===== config.mk =====
export PLATFORM = sky130hd
export DESIGN_NAME = if_fetch_flat
export DESIGN_NICKNAME = d
export VERILOG_FILES = /design/src/rtl/if_fetch_if.sv /design/src/rtl/if_fetch.sv /design/src/flat_wrapper.sv
export SDC_FILE = /design/constraint.sdc
export NUM_CORES = 1
export LEC_CHECK = 0
export ABC_AREA = 1
export CAP_MARGIN = 25
export CELL_PAD_IN_SITES_DETAIL_PLACEMENT = 2
export CELL_PAD_IN_SITES_GLOBAL_PLACEMENT = 2
export CORE_MARGIN = 4
export CORE_UTILIZATION = 26
export DETAILED_ROUTE_END_ITERATION = 10
export GPL_TIMING_DRIVEN = 1
export HOLD_SLACK_MARGIN = 0.12
export PLACE_DENSITY = 0.74
export SETUP_SLACK_MARGIN = 0.2
export SLEW_MARGIN = 10
export SYNTH_ARGS = -nofsm -noshare
export SYNTH_HDL_FRONTEND = slang
export SYNTH_SLANG_ARGS = --single-unit

===== constraint.sdc =====
create_clock -name clk -period 1.6 [get_ports clk]
set_input_delay 0.16 -clock clk [delete_from_list [all_inputs] [get_ports clk]]
set_output_delay 0.16 -clock clk [all_outputs]
set_load 0.01 [all_outputs]

===== src/rtl/if_fetch_if.sv =====
// -----------------------------------------------------------------------------
// if_fetch_if : instruction-memory bus between the fetch stage and imem.
//
// Signals
//   imem_req   fetch -> mem  request valid
//   imem_addr  fetch -> mem  word address of the request
//   imem_ack   mem -> fetch  request complete, imem_rdata valid this cycle
//   imem_rdata mem -> fetch  fetched instruction word
//
// Handshake: the requester raises imem_req with imem_addr and holds both
// stable until the cycle in which imem_ack is high; that cycle completes the
// transfer (ack may coincide with the first request cycle). imem_ack is only
// meaningful while imem_req is high, and at most one request is outstanding.
//
// Modports: master = fetch stage, slave = instruction memory.
// -----------------------------------------------------------------------------
interface if_fetch_if;
  logic        imem_req;
  logic [31:0] imem_addr;
  logic        imem_ack;
  logic [31:0] imem_rdata;

  modport master (
    output imem_req,
    output imem_addr,
    input  imem_ack,
    input  imem_rdata
  );

  modport slave (
    input  imem_req,
    input  imem_addr,
    output imem_ack,
    output imem_rdata
  );
endinterface


===== src/rtl/if_fetch.sv =====
// -----------------------------------------------------------------------------
// if_fetch : instruction fetch stage.
//
// Owns the program counter, issues one-outstanding requests to instruction
// memory and registers each returned word together with its PC+4 into the
// outputs feeding the IF_ID pipeline register. Supports stall (hold outputs,
// no new request) and redirect (flush and restart at redirect_pc); priority
// is reset > redirect > stall > normal.
//
// Ports
//   clk, reset      clock, synchronous active-high reset
//   stall           hold outputs, do not launch a new request
//   redirect        flush and restart fetch at redirect_pc
//   redirect_pc     target address, bits [1:0] ignored
//   mem             imem bus (if_fetch_if.master)
//   valid_out       instr_out/pc_out hold a real instruction
//   instr_out       fetched instruction (NOP on bubbles)
//   pc_out          fetch address + 4 (modulo 2^32)
//   state_dbg       current FSM state: 0 IDLE, 1 REQ, 2 HOLD, 3 DROP
// -----------------------------------------------------------------------------
module if_fetch #(
  parameter logic [31:0] RESET_PC = 32'h0000_0000,
  parameter logic [31:0] NOP      = 32'h0000_0000
) (
  input  logic              clk,
  input  logic              reset,
  input  logic              stall,
  input  logic              redirect,
  input  logic [31:0]       redirect_pc,
  if_fetch_if.master        mem,
  output logic              valid_out,
  output logic [31:0]       instr_out,
  output logic [31:0]       pc_out,
  output logic [1:0]        state_dbg
);

  typedef enum logic [1:0] {
    S_IDLE = 2'd0,
    S_REQ  = 2'd1,
    S_HOLD = 2'd2,
    S_DROP = 2'd3
  } state_t;

  state_t      state, state_d;
  logic [31:0] pc, pc_d;
  logic [31:0] drop_addr, drop_addr_d;   // address of the abandoned request
  logic [31:0] buf_instr, buf_instr_d;   // word captured while stalled
  logic [31:0] buf_pc, buf_pc_d;
  logic        valid_d;
  logic [31:0] instr_d;
  logic [31:0] pc_out_d;
  logic [31:0] pc_plus4;
  logic [31:0] redirect_tgt;

  assign pc_plus4     = pc + 32'd4;
  assign redirect_tgt = redirect_pc & ~32'd3;

  // In DROP the old request is still on the bus, so its address must be
  // presented even though pc already points at the redirect target.
  assign mem.imem_req  = (state == S_REQ) || (state == S_DROP);
  assign mem.imem_addr = (state == S_DROP) ? drop_addr : pc;
  assign state_dbg     = state;

  always_ff @(posedge clk) begin
    if (reset) begin
      state     <= S_IDLE;
      pc        <= RESET_PC;
      drop_addr <= RESET_PC;
      buf_instr <= NOP;
      buf_pc    <= 32'd0;
      valid_out <= 1'b0;
      instr_out <= NOP;
      pc_out    <= 32'd0;
    end else begin
      state     <= state_d;
      pc        <= pc_d;
      drop_addr <= drop_addr_d;
      buf_instr <= buf_instr_d;
      buf_pc    <= buf_pc_d;
      valid_out <= valid_d;
      instr_out <= instr_d;
      pc_out    <= pc_out_d;
    end
  end

  always_comb begin
    state_d     = state;
    pc_d        = pc;
    drop_addr_d = drop_addr;
    buf_instr_d = buf_instr;
    buf_pc_d    = buf_pc;
    valid_d     = valid_out;
    instr_d     = instr_out;
    pc_out_d    = pc_out;

    // Flush common to every state: bubble on the outputs, empty buffer,
    // restart address loaded. pc_out is left as is on a bubble.
    if (redirect) begin
      valid_d     = 1'b0;
      instr_d     = NOP;
      buf_instr_d = NOP;
      buf_pc_d    = 32'd0;
      pc_d        = redirect_tgt;
    end

    case (state)
      S_IDLE: begin
        state_d = S_REQ;
      end

      S_REQ: begin
        if (redirect) begin
          if (!mem.imem_ack) begin
            // Old request still pending: finish it on the bus, drop its data.
            state_d     = S_DROP;
            drop_addr_d = pc;
          end
        end else if (stall) begin
          if (mem.imem_ack) begin
            buf_instr_d = mem.imem_rdata;
            buf_pc_d    = pc_plus4;
            pc_d        = pc_plus4;
            state_d     = S_HOLD;
          end
        end else if (mem.imem_ack) begin
          valid_d  = 1'b1;
          instr_d  = mem.imem_rdata;
          pc_out_d = pc_plus4;
          pc_d     = pc_plus4;
        end else begin
          valid_d = 1'b0;
          instr_d = NOP;
        end
      end

      S_HOLD: begin
        if (redirect) begin
          state_d = S_REQ;
        end else if (!stall) begin
          valid_d     = 1'b1;
          instr_d     = buf_instr;
          pc_out_d    = buf_pc;
          buf_instr_d = NOP;
          buf_pc_d    = 32'd0;
          state_d     = S_REQ;
        end
      end

      S_DROP: begin
        // A redirect here only retargets pc; the bus keeps the old request.
        // Once the old request acks, fetching resumes at pc, which already
        // includes any redirect seen in this same cycle.
        if (mem.imem_ack) begin
          state_d = S_REQ;
        end
      end

      default: begin
        state_d = S_IDLE;
      end
    endcase
  end

endmodule


===== src/flat_wrapper.sv =====
// flat-port wrapper written by rule: the top's interface ports become plain ports
module if_fetch_flat 
#(
  parameter logic [31:0] RESET_PC = 32'h0000_0000,
  parameter logic [31:0] NOP      = 32'h0000_0000
)
  (clk, reset, stall, redirect, redirect_pc, valid_out, instr_out, pc_out, state_dbg, mem_imem_req, mem_imem_addr, mem_imem_ack, mem_imem_rdata);
  if_fetch_if mem_i ();
  input  logic clk;
  input  logic reset;
  input  logic stall;
  input  logic redirect;
  input  logic [31:0] redirect_pc;
  output logic valid_out;
  output logic [31:0] instr_out;
  output logic [31:0] pc_out;
  output logic [1:0] state_dbg;
  output wire logic [$bits(mem_i.imem_req)-1:0] mem_imem_req;
  output wire logic [$bits(mem_i.imem_addr)-1:0] mem_imem_addr;
  input wire logic [$bits(mem_i.imem_ack)-1:0] mem_imem_ack;
  input wire logic [$bits(mem_i.imem_rdata)-1:0] mem_imem_rdata;
  assign mem_imem_req = mem_i.imem_req;
  assign mem_imem_addr = mem_i.imem_addr;
  assign mem_i.imem_ack = mem_imem_ack;
  assign mem_i.imem_rdata = mem_imem_rdata;
  if_fetch #(.RESET_PC(RESET_PC), .NOP(NOP)) u_core (.clk(clk), .reset(reset), .stall(stall), .redirect(redirect), .redirect_pc(redirect_pc), .mem(mem_i), .valid_out(valid_out), .instr_out(instr_out), .pc_out(pc_out), .state_dbg(state_dbg));
endmodule

Word-level counts from Yosys, hierarchy flattened
Cells that the tools add are included.
{"block": "totals", "regBits": 195, "latch_bits": 0, "mem_bits_rw": 0, "rom_bits": 0, "in_bits": 69, "out_inout_bits": 100, "elab_cells": 76, "mem_count": 0}
{"block": "op_classes", "addsub": 1, "n_mul": 0, "div_mod_pow": 0, "order_cmp": 0, "n_eq_ne": 13, "n_shift": 0, "mux": 47, "bitwise_logic": 1, "n_reduce_logical": 6}
{"cell": "32-bit 2-to-1 mux", "count": 28}
{"cell": "32-bit one-hot mux with 2 select lines", "count": 4}
{"cell": "32-bit by 3-bit adder with 32-bit output (second input constant)", "count": 1}
{"cell": "2-bit 2-to-1 mux", "count": 7}
{"cell": "2-bit != test (second input constant)", "count": 6}
{"cell": "3-bit != test (second input constant)", "count": 4}
{"cell": "2-bit one-hot mux with 4 select lines", "count": 1}
{"cell": "1-bit 2-to-1 mux", "count": 6}
{"cell": "6-bit AND reduction", "count": 1}
{"cell": "5-bit AND reduction", "count": 1}
{"cell": "2-bit == test (second input constant)", "count": 2}
{"cell": "3-bit AND reduction", "count": 1}
{"cell": "2-bit by 1-bit == test with 1-bit output (second input constant)", "count": 1}
{"cell": "2-bit zero test", "count": 1}
{"cell": "1-bit one-hot mux with 2 select lines", "count": 1}
{"cell": "2-bit nonzero test", "count": 1}
{"cell": "1-bit logical OR", "count": 1}
{"cell": "1-bit inverter", "count": 1}

Logic depth before layout (Yosys ltp)
Gate-level depths: netlist of run 1.
{"block": "logic_depth", "word_depth": 5, "depth_mapped": 11, "ltp_nobuf": 11}

Worst setup path before layout of run 1
No wires, ideal clock.
{"block": "synth_timing", "path_type": "register -> register", "from": "register u_core.state[0], in the netlist u_core.state_dbg[0]", "to": "register u_core.buf_pc[2]", "setup_ps": 132, "arrival_ps": 1707, "required_ps": 1468, "setup_slack_ps": -239, "stages_incl_launch_ff": 11, "path_buffers": 3, "synth_period_minus_slack_ps": 1839, "path_cell_list": "dfxtp_1 inv_1 ha_1 buf_2 inv_1 nand2_1 buf_2 buf_2 nor2_1 o22ai_1 a21oi_1"}
{"block": "synth_via", "elab_chain_len": 2, "elab_cells_between_ends": 3, "cone_classes": "2 x eq/ne; 1 x mux"}
{"item": "from (decl)", "line_no": "if_fetch.sv:44", "text": "state_t state, state_d;"}
{"item": "from (signal assigned)", "line_no": "if_fetch.sv:75", "text": "state <= state_d;"}
{"item": "2-bit == test / 2-bit by 1-bit == test with 1-bit output (equally long branches)", "line_no": "if_fetch.sv:106", "text": "case (state)"}
{"item": "32-bit one-hot mux with 2 select lines *", "line_no": "if_fetch.sv:106"}
{"item": "to (signal assigned)", "line_no": "if_fetch.sv:79", "text": "buf_pc <= buf_pc_d;"}
{"item": "to (decl)", "line_no": "if_fetch.sv:48", "text": "logic [31:0] buf_pc, buf_pc_d;"}
Every way passes the cells marked *; elsewhere a longest branch is shown, timed or not.
A chain may end at the register's enable or synchronous reset.

Worst setup path in the final report of run 1
{"block": "layout_timing", "from": "register u_core.state[1], in the netlist u_core.state_dbg[1]", "to": "register u_core.buf_pc[0]"}
Same word-level chain as after synthesis.

==> results of run 1 <==
-- report_power, final --
| part | internal [mW] | leakage, nW | total, mW | switching [mW] |
|---|---|---|---|---|
| Sequential | 5.17 | 1.60 | 5.49 | 0.319 |
| Combinational | 2.48 | 7.20 | 5.95 | 3.48 |
| Clock | 2.24 | 0.289 | 4.67 | 2.43 |
| Total | 9.89 | 9.09 | 16.1 | 6.22 |
-- through the flow --
| stage | std cells | instance area, µm² | hold WS [ns] |
|---|---|---|---|
| 3_5_place_dp | 2262 | 13300 | 0.462 |
| 2_1_floorplan | 1550 | 10400 | 0.313 |
| 6_report | 2373 | 17700 | 0.218 |
| 5_1_grt | 2372 | 17700 | 0.215 |
| 3_3_place_gp | 2262 | 13300 | 0.453 |
| 4_1_cts | 2340 | 15500 | 0.171 |
-- cell usage in the layout (no fill, tap or decap), drive strengths merged --
master,instances
nor3,1
o31ai,1
buf,244
clkdlybuf4s50,63
xor2,14
xnor2,1
and2,2
a311oi,1
nor2,129
inv,177
nand2,394
o311ai,10
a22oi,1
o2111ai,1
nand4,1
o211ai,22
nand3,94
clkinvlp,2
dlymetal6s2s,65
clkinv,6
dfxtp,195
bufbuf,1
a21oi,149
ha,4
clkbuf,30
o21a,1
diode,1
o21ai,184
a31oi,25
nand3b,1
o22ai,29
o221ai,6
-- critical path, cell delays in order (launching register included) --
cell      delay, ns
dfxtp_4        0.36
buf_6          0.13
buf_6          0.11
ha_4           0.33
clkinv_8       0.12
nand2_8        0.12
buf_12         0.16
buf_8          0.14
nor2_2         0.06
o22ai_2        0.18
a21oi_2        0.11
-- worst max-delay path by stage --
| stage | startpoint | endpoint | slack [ns] | cells after the start |
|---|---|---|---|---|
| detailed placement | u_core.pc[2]$_SDFF_PP0_ | u_core.buf_pc[12]$_SDFF_PP0_ | -0.28 | 9 |
| floorplan | u_core.state_dbg[0]$_SDFFE_PP0P_ | u_core.buf_instr[22]$_SDFF_PP0_ | 0.10 | 10 |
| CTS | u_core.state_dbg[1]$_SDFFE_PP0P_ | mem_imem_addr[7] | -0.24 | 6 |
| global placement | u_core.state_dbg[1]$_SDFFE_PP0P_ | mem_imem_addr[0] | -0.27 | 4 |
| global route | u_core.state_dbg[1]$_SDFFE_PP0P_ | u_core.buf_pc[0]$_SDFF_PP0_ | -0.39 | 10 |
| finish | u_core.state_dbg[1]$_SDFFE_PP0P_ | u_core.buf_pc[0]$_SDFF_PP0_ | -0.37 | 10 |
-- cell type report --
cell class                 instances  area [µm²]
timing repair buffer             382        4420
sequential                       195        3970
clock buffer                      21         482
multi-input combinational       1071        7340
inverter                         174         722
clock inverter                    11         106
tap                              518         648
antenna                            1        2.50
fill                            4146       21000
-- synth_stat cells (8+ instances only) --
cell type,count
nand2_1,388
dfxtp_1,195
o21ai_0,182
inv_1,168
a21oi_1,149
nor2_1,116
nand3_1,94
clkbuf_1,57
buf_2,35
o22ai_1,28
a31oi_1,25
o211ai_1,22
xor2_1,14
o311ai_1,10
buf_1,9
nor2_2,8
-- repair_timing --
action                     CTS  global route
pin swaps                   78           136
gates cloned                18            12
setup endpoints to repair  291           293
gates resized for setup    458           500
setup buffers               28            20
-- flip-flops by register name (all words and copies together), names as in the netlist --
register	cells
u_core.pc_out	32
u_core.valid_out	1
u_core.drop_addr	32
u_core.instr_out	32
u_core.buf_instr	32
u_core.buf_pc	32
u_core.pc	32
u_core.state_dbg	2
-- layer usage --
metal  wire (µm)  global-route usage [%]  up-vias
li1            -                       -     5677
met1       24000                    27.0     6518
met2       33700                    44.9      361
met3        2680                    3.96      170
met4        3320                    8.80        2
met5          13                       0        -
-- kinds of logic after synthesis --
| kind of cell | synth area share [%] |
|---|---|
| AND/OR/NAND/NOR | 25.0 |
| AO/OA/AOI/OAI | 23.2 |
| flip-flops | 38.5 |
| adder cells (fa/ha/maj) | 0.493 |
| XOR/XNOR | 1.29 |
| buffers and inverters | 11.5 |
==> reports/metrics.csv, run 1 <==
stage,metric,value,unit
global_routing,grt_pass1_vias,13300,
die,initial_utilization,26.3,%
timing,maxSlewViolCount,0,
timing,layout_setup_ws,-0.370,ns
clocking,numCtsBuffers,17,
power_and_ir_drop,power.total,16.1,mW
route,avgRoutedWirePerCell,26.8,µm
route,drt-total-wl,63.7,mm
placement,hpwl,32.6,mm
clocking,cts.clk_slew.worst_paths,0.08,ns
clocking,tritoncts,built,
final_layout,synthToLayoutAreaGrowth,74.3,%
clocking,cts_sinks,195,
synth,synth_edf_count,0,
global_routing,antenna_found_initial,4,
die,dieWidth,206,µm
final_layout,nets,1914,
die,die_h,206,µm
die,fp.dieArea,0.0423,mm²
timing,finClkSkew,0.0139,ns
final_layout,drive_gt1_share,38.7,%
timing,fmax,508,MHz
timing,setup-violations-final,225,
power_and_ir_drop,p_leak,9.09,nW
timing,timing_worst_slew_pin_value,0.546,ns
die,design.core.area,0.0386,mm²
final_layout,finish.utilization,45.8,%
timing,rsz0062_at_grt,true,
timing,period_needed,1.97,ns
synth,ys_seq_area_share,38.5,%
clocking,htreeDepth,4,
timing,period_share,123,%
synth,yosysWarnings,0,
synth,ys_types,38,
worst_setup_path,cp-start-kind,register,
worst_setup_path,r2r_end,u_core.buf_pc[0]$_SDFF_PP0_,
worst_hold_path,hold_start,reset,
clocking,cts_hold_buf,0,
timing,hold_viol_final,0,
power_and_ir_drop,vdd_ir_drop_max,0.868,mV
synth,synth_top_area_share,38.5,%
route,post_drt_via_cell_ratio,5.36,
worst_setup_path,path_max_fanout,7,
worst_setup_path,worstReg2RegStart,u_core.state_dbg[1]$_SDFFE_PP0P_,
clocking,clockBufferDepth,2,
global_routing,groute.usage.overall,23.9,%
synth,synth-async-reset-ratio,0,%
die,row_count,72,
global_routing,gr-total-overflow,0,
route,firstDrtPassIters,5,
worst_setup_path,cp.arrival,2.29,ns
synth,yosys.area.top_type,dfxtp_1,
power_and_ir_drop,p_per_area,911,mW/mm²
worst_setup_path,critPathRequiredTime,1.92,ns
clocking,clock-root-buffer,clkbuf_16,
synth,synth.area.top_cells,"dfxtp_1, nand2_1, o21ai_0",
worst_hold_path,worstHoldPathCells,4,
worst_setup_path,r2r_cells,10,
placement,io_buffer_count,166,
route,num_vias,12700,
run,drv_cap,0,
synth,synth_cells,1550,
worst_setup_path,r2r_slack,-0.37,ns
synth,avgSynthCellArea,6.55,µm²
synth,synth-seq-cells,195,
route,drt_iter0_drc,561,
run_status,status,"complete, but fails checks",
route,drc,0,
global_routing,grt_max_degree,84,
route,ant_nets,0,
clocking,clk_latency,0.48,ns
synth,synth-main-ff-cell,dfxtp_1,
worst_hold_path,whs_endpoint,u_core.state_dbg[0]$_SDFFE_PP0P_,
timing,finalSetupTns,-46.25,ns
run_status,violations,negative setup slack,
synth,syn-cell-area,0.0101,mm²
placement,post-place-ws,-0.284,ns
timing,slew_headroom,63.6,%
worst_setup_path,critPathKind,reg -> reg,
die,num_io_pins,169,
worst_hold_path,hp-class,in -> reg,
worst_setup_path,cp-end-kind,register,
placement,gp_congestion,0.836,
synth,syn_nets,1623,
global_routing,grt_pass1_wl,78.1,mm
Note: power is estimated with default switching activity, not from simulation.
==> run 2: changes to the inputs <==
--- a/config.mk
+++ b/config.mk
@@ -7,16 +7,15 @@
 export LEC_CHECK = 0
 export ABC_AREA = 1
 export CAP_MARGIN = 25
-export CELL_PAD_IN_SITES_DETAIL_PLACEMENT = 2
-export CELL_PAD_IN_SITES_GLOBAL_PLACEMENT = 2
 export CORE_MARGIN = 4
-export CORE_UTILIZATION = 26
+export CORE_UTILIZATION = 45
 export DETAILED_ROUTE_END_ITERATION = 10
 export GPL_TIMING_DRIVEN = 1
 export HOLD_SLACK_MARGIN = 0.12
-export PLACE_DENSITY = 0.74
+export PLACE_DENSITY = 0.7
 export SETUP_SLACK_MARGIN = 0.2
 export SLEW_MARGIN = 10
 export SYNTH_ARGS = -nofsm -noshare
 export SYNTH_HDL_FRONTEND = slang
 export SYNTH_SLANG_ARGS = --single-unit
+export TNS_END_PERCENT = 50
==> reports/metrics.csv, run 2 (same netlist as run 1, synthesis figures left out) <==
stage,metric,value,unit,change
route,drt_iter0_drc,931,,+66%
final_layout,fin_cells,2077,,-12%
placement,gp_congestion,0.944,,+13%
clocking,clk_latency,0.45,ns,-0.03 ns
worst_setup_path,cp-start-kind,register,,
route,firstDrtPassIters,5,,unchanged
timing,timing_worst_slew_pin_value,0.490,ns,-0.0569 ns
route,num_vias,11800,,-7.3%
timing,layout_setup_ws,-0.207,ns,+0.163 ns
power_and_ir_drop,internal-power,9.35,mW,-5.4%
final_layout,drive_gt1_share,27.9,%,-11 points
worst_setup_path,path_max_fanout,7,,unchanged
clocking,cts_hold_buf,0,,unchanged
worst_hold_path,hp-class,in -> reg,,
timing,holdWs,0.186,ns,-0.0318 ns
die,num_io_pins,169,,unchanged
final_layout,nets,1856,,-3.0%
power_and_ir_drop,power.share.switching,35.8,%,-2.9 points
die,fp.dieArea,0.0250,mm²,-41%
route,drc,0,,unchanged
clocking,clockBufferDepth,2,,unchanged
global_routing,gr-total-overflow,0,,unchanged
final_layout,finish.utilization,70.2,%,+24 points
timing,fmax,553,MHz,+9.0%
global_routing,antenna_found_initial,2,,-2
timing,setup-violations-final,179,,-20%
die,row_count,54,,-25%
placement,io_buffer_count,166,,unchanged
clocking,htreeDepth,4,,unchanged
placement,hpwl,22.8,mm,-30%
power_and_ir_drop,p_per_area,942,mW/mm²,+3.4%
worst_setup_path,startpoint,u_core.state_dbg[1]$_SDFFE_PP0P_,,
power_and_ir_drop,vdd_ir_drop_max,0.912,mV,+5.1%
timing,finClkSkew,0.0124,ns,-0.00145 ns
route,ant_nets,0,,unchanged
power_and_ir_drop,pwr-share-seq,37.3,%,+3.2 points
worst_setup_path,critPathKind,reg -> reg,,
timing,slew_headroom,67.4,%,+3.8 points
worst_setup_path,worstReg2RegStart,u_core.state_dbg[1]$_SDFFE_PP0P_,,
clocking,tritoncts,built,,
timing,period_share,113,%,-10 points
timing,rsz0062_at_grt,true,,
worst_setup_path,cp-end-kind,register,,
die,die_h,158,µm,-23%
die,dieWidth,158,µm,-23%
clocking,clock-root-buffer,clkbuf_16,,
worst_setup_path,critPathRequiredTime,1.93,ns,about the same
global_routing,grt_max_degree,65,,-23%
worst_hold_path,hold_start,stall,,
route,avgRoutedWirePerCell,18.1,µm,-33%
run_status,status,"complete, but fails checks",,
power_and_ir_drop,combPwrFrac,32.4,%,-4.6 points
route,post_drt_via_cell_ratio,5.68,,+5.9%
clocking,cts.clk_slew.worst_paths,0.08,ns,about the same
power_and_ir_drop,p_leak,6.48,nW,-29%
power_and_ir_drop,p_sw,5.21,mW,-16%
placement,dp.cells,1991,,-12%
clocking,cts_sinks,195,,unchanged
global_routing,groute.usage.overall,26.8,%,+2.9 points
timing,period_needed,1.81,ns,-0.163 ns
timing,hold_viol_final,0,,unchanged
route,drt-total-wl,37.6,mm,-41%
run,drv_cap,0,,unchanged
clocking,numCtsBuffers,17,,unchanged
die,initial_utilization,46.1,%,+20 points
final_layout,filler_cell_count,1683,,-59%
final_layout,layout_common_cells,"nand2_1, dfxtp_1, inv_1",,
die,design.core.area,0.0220,mm²,-43%
global_routing,grt_pass1_wl,54.4,mm,-30%
global_routing,grt_pass1_vias,10500,,-21%
worst_setup_path,cp.arrival,2.14,ns,-0.15 ns
final_layout,layout_commonest_cell,nand2_1,,
run_status,violations,negative setup slack,,
power_and_ir_drop,power.share.clock,30.3,%,+1.3 points
final_layout,synthToLayoutAreaGrowth,52.3,%,
timing,maxSlewViolCount,0,,unchanged
placement,post-place-ws,-0.217,ns,+0.0676 ns
-- run 2: cell types whose count changed in the layout (fill, tap and decap cells not counted), moves of 20 or more --
cell / delta
clkdlybuf4s50_1: +65
dlymetal6s2s_1: -65
nand2_1: +46
nand2_4: -42
o21ai_0: +38
nand3_1: +29
nand3_2: -26
o21ai_2: -26
buf_4: -23
a21oi_1: +20
-- run 2: area by class of cell --
type / instances / area, µm² / area share (%)
Inverter: 174 / 694 / 4.49
Sequential cell: 195 / 3950 / 25.5
Clock buffer: 17 / 425 / 2.75
Multi-Input combinational cell: 1073 / 6410 / 41.4
Clock inverter: 15 / 186 / 1.21
Tap cell: 280 / 350 / 2.27
Timing Repair inverter: 1 / 16.3 / 0.105
Antenna cell: 1 / 2.50 / 0.0162
Timing Repair Buffer: 321 / 3430 / 22.2
-- run 2: final timing paths --
kind | end | slack (ns) | cells past startpoint
worst max-delay path | u_core.pc_out[29]$_SDFFE_PP0P_ | -0.21 | 9
worst min-delay path | u_core.valid_out$_SDFF_PP0_ | 0.19 | 3
worst max register to register | u_core.pc_out[29]$_SDFFE_PP0P_ | -0.21 | 9
worst min register to register | u_core.buf_pc[8]$_SDFF_PP0_ | 0.48 | 2
-- run 2: what timing repair did --
item / 4_1_cts / 5_1_grt
setup endpoints to repair: 292 / 293
pin swaps: 25 / 135
resized for setup: 301 / 258
buffers inserted: 24 / 7
gates cloned: 11 / 11
-- run 2: layer usage --
layer	track usage, %	wire, µm	vias up
met5	0	13	-
met4	11.3	1850	2
met3	5.44	2930	116
met2	45.0	18200	583
met1	33.6	14600	5544
li1	-	-	5552
-- run 2: power by group through the flow --
stage	combinational, mW	clock (mW)	sequential [mW]
2_1_floorplan	1.89	0	5.50
6_report	4.71	4.41	5.44
3_3_place_gp	3.42	0	5.49
5_1_grt	4.98	4.63	5.46
4_1_cts	3.97	4.42	5.40
3_5_place_dp	3.46	0	5.49
-- run 2: worst max-delay path, cell delays in order, from the launching register on --
cell	delay [ns]
dfxtp_4	0.36
buf_6	0.13
inv_4	0.05
ha_4	0.21
nand2_8	0.11
o22ai_4	0.21
nand2_8	0.17
clkbuf_16	0.22
a21oi_2	0.14
a21oi_1	0.09
-- run 2: per-stage QoR --
step,cell area [µm²],power (mW),setup TNS (ns)
after floorplan,10300,7.39,0
after global placement,12800,8.91,-13.82
after detailed placement,12800,8.96,-18.85
after CTS,14100,13.8,-10.54
after global routing,15500,15.1,-28.15
final,15500,14.6,-14.76
==> run 3: changes to the inputs <==
--- a/config.mk
+++ b/config.mk
@@ -10,11 +10,12 @@
 export CORE_MARGIN = 4
 export CORE_UTILIZATION = 45
 export DETAILED_ROUTE_END_ITERATION = 10
+export GPL_ROUTABILITY_DRIVEN = 0
 export GPL_TIMING_DRIVEN = 1
 export HOLD_SLACK_MARGIN = 0.12
 export PLACE_DENSITY = 0.7
 export SETUP_SLACK_MARGIN = 0.2
-export SLEW_MARGIN = 10
+export SLEW_MARGIN = 40
 export SYNTH_ARGS = -nofsm -noshare
 export SYNTH_HDL_FRONTEND = slang
 export SYNTH_SLANG_ARGS = --single-unit
==> reports/metrics.csv, run 3 (same netlist as run 1, synthesis figures left out) <==
stage,metric,value,unit,change
timing,holdWs,0.167,ns,-0.0193 ns
worst_setup_path,critPathRequiredTime,1.95,ns,+0.02 ns
die,initial_utilization,46.1,%,unchanged
timing,setup-violations-final,182,,+1.7%
final_layout,drive_gt1_share,28.2,%,+0.28 points
global_routing,gr-total-overflow,0,,unchanged
die,row_count,54,,unchanged
clocking,clockBufferDepth,2,,unchanged
power_and_ir_drop,vdd_ir_drop_max,0.768,mV,-16%
route,post_drt_via_cell_ratio,5.76,,+1.5%
placement,dp.cells,1988,,-0.15%
clocking,numCtsBuffers,17,,unchanged
clocking,clock-root-buffer,clkbuf_16,,
worst_setup_path,cp.arrival,2.25,ns,+0.11 ns
timing,period_needed,1.90,ns,+0.0946 ns
timing,rsz0062_at_grt,true,,
timing,hold_viol_final,0,,unchanged
timing,timing_worst_slew_pin_value,0.509,ns,+0.0196 ns
timing,layout_setup_ws,-0.302,ns,-0.0946 ns
clocking,clk_latency,0.45,ns,about the same
global_routing,grt_pass1_wl,57.6,mm,+5.8%
die,dieWidth,158,µm,unchanged
final_layout,diodes,0,,-1
clocking,cts_sinks,195,,unchanged
worst_setup_path,cp-end-kind,register,,
worst_setup_path,path_max_fanout,8,,+1
final_layout,layout_common_cells,"nand2_1, dfxtp_1, inv_1",,
die,num_io_pins,169,,unchanged
run_status,status,"complete, but fails checks",,
route,drt_iter0_drc,1109,,+19%
timing,fmax,526,MHz,-5.0%
run_status,violations,negative setup slack,,
run,drv_cap,0,,unchanged
final_layout,filler_cell_count,1638,,-2.7%
worst_setup_path,critPathKind,reg -> reg,,
clocking,tritoncts,built,,
route,firstDrtPassIters,5,,unchanged
timing,finClkSkew,0.0120,ns,-0.000422 ns
final_layout,multiInputGateArea,0.00627,mm²,-2.1%
placement,post-place-ws,-0.230,ns,-0.0133 ns
timing,maxSlewViolCount,0,,unchanged
final_layout,nets,1870,,+0.75%
timing,period_share,119,%,+5.9 points
worst_setup_path,cp-start-kind,register,,
final_layout,seq_area,0.00393,mm²,-0.35%
global_routing,grt_max_degree,84,,+29%
route,drc,0,,unchanged
power_and_ir_drop,p_per_area,991,mW/mm²,+5.2%
final_layout,layout_commonest_cell,nand2_1,,
route,avgRoutedWirePerCell,19.3,µm,+6.7%
final_layout,fin_cells,2090,,+0.63%
timing,slew_headroom,66.1,%,-1.3 points
clocking,cts.clk_slew.worst_paths,0.09,ns,about the same
final_layout,synthToLayoutAreaGrowth,55.3,%,
global_routing,grt_pass1_vias,11000,,+5.0%
worst_hold_path,hp-class,in -> reg,,
placement,io_buffer_count,166,,unchanged
die,die_h,158,µm,unchanged
global_routing,antenna_found_initial,1,,-1
route,num_vias,12000,,+2.1%
route,ant_nets,0,,unchanged
die,fp.dieArea,0.0250,mm²,unchanged
power_and_ir_drop,p_leak,6.82,nW,+5.1%
clocking,htreeDepth,4,,unchanged
die,design.core.area,0.0220,mm²,unchanged
route,drt-total-wl,40.4,mm,+7.4%
placement,hpwl,22.2,mm,-2.6%
global_routing,groute.usage.overall,28.8,%,+2.0 points
[run 3: cell count changes in the layout (fill, tap and decap cells not counted), sizes merged, moves of 2 or more]
cell	before	now
buf	180	193
clkdlybuf4s50	128	118
dlymetal6s2s	0	10
inv	177	180
clkdlybuf4s15	0	2
dlygate4sd2	2	0
[run 3: critical path, stage by stage, from the launching register on]
cell	delay [ns]
dfxtp_4	0.36
buf_6	0.13
inv_4	0.05
ha_4	0.18
nand2_8	0.12
inv_8	0.09
nand2_8	0.08
nor2_4	0.14
buf_6	0.16
buf_12	0.16
nand2_4	0.08
a31oi_1	0.26
[run 3: what timing repair did]
action	in CTS	in global routing
hold buffers	0	0
endpoints found under the setup margin	292	292
cloned	18	13
setup buffers	27	12
pin swaps	30	107
gates resized for setup	322	265
[run 3: worst paths after layout]
kind	from	endpoint	slack, ns	cells after the start
setup / recovery	u_core.state_dbg[1]$_SDFFE_PP0P_	u_core.buf_instr[29]$_SDFF_PP0_	-0.30	11
hold / removal	reset	u_core.pc_out[24]$_SDFFE_PP0P_	0.17	4
setup reg to reg	u_core.state_dbg[1]$_SDFFE_PP0P_	u_core.buf_instr[29]$_SDFF_PP0_	-0.30	11
hold reg to reg	u_core.buf_pc[16]$_SDFF_PP0_	u_core.buf_pc[16]$_SDFF_PP0_	0.48	2
[run 3: per-stage QoR]
stage	setup TNS [ns]	power, mW	cell area (µm²)	utilization (%)
floorplan	0	7.39	10300	-
global placement	-12.39	8.88	12700	57.8
detailed placement	-19.04	8.92	12700	57.8
CTS	-11.92	14.6	14500	65.7
global route	-30.74	16.1	15800	71.5
finish	-19.34	15.6	15800	71.5
[run 3: cell type report]
cell class / instances / area share (%)
flip-flops and latches: 195 / 24.9
repair inverters: 3 / 0.397
repair buffers: 334 / 24.1
clock buffers: 17 / 2.70
multi-input cells: 1072 / 39.8
inverters: 174 / 4.51
clock inverters: 15 / 1.28
well taps: 280 / 2.22
[run 3: power breakdown]
| part | leakage [nW] | total (mW) | switching, mW | internal, mW |
|---|---|---|---|---|
| sequential | 1.59 | 5.45 | 0.287 | 5.17 |
| combinational | 4.92 | 5.62 | 2.99 | 2.63 |
| clock | 0.301 | 4.54 | 2.37 | 2.17 |
| total | 6.82 | 15.6 | 5.65 | 9.97 |
[run 3: metal layers]
layer  vias to the layer above  wire length [µm]  track usage, %
li1                       5585                 -               -
met1                      5603             15000            34.8
met2                       689             19400            49.1
met3                       167              3580            5.93
met4                         2              2370            13.6
met5                         -                13               0
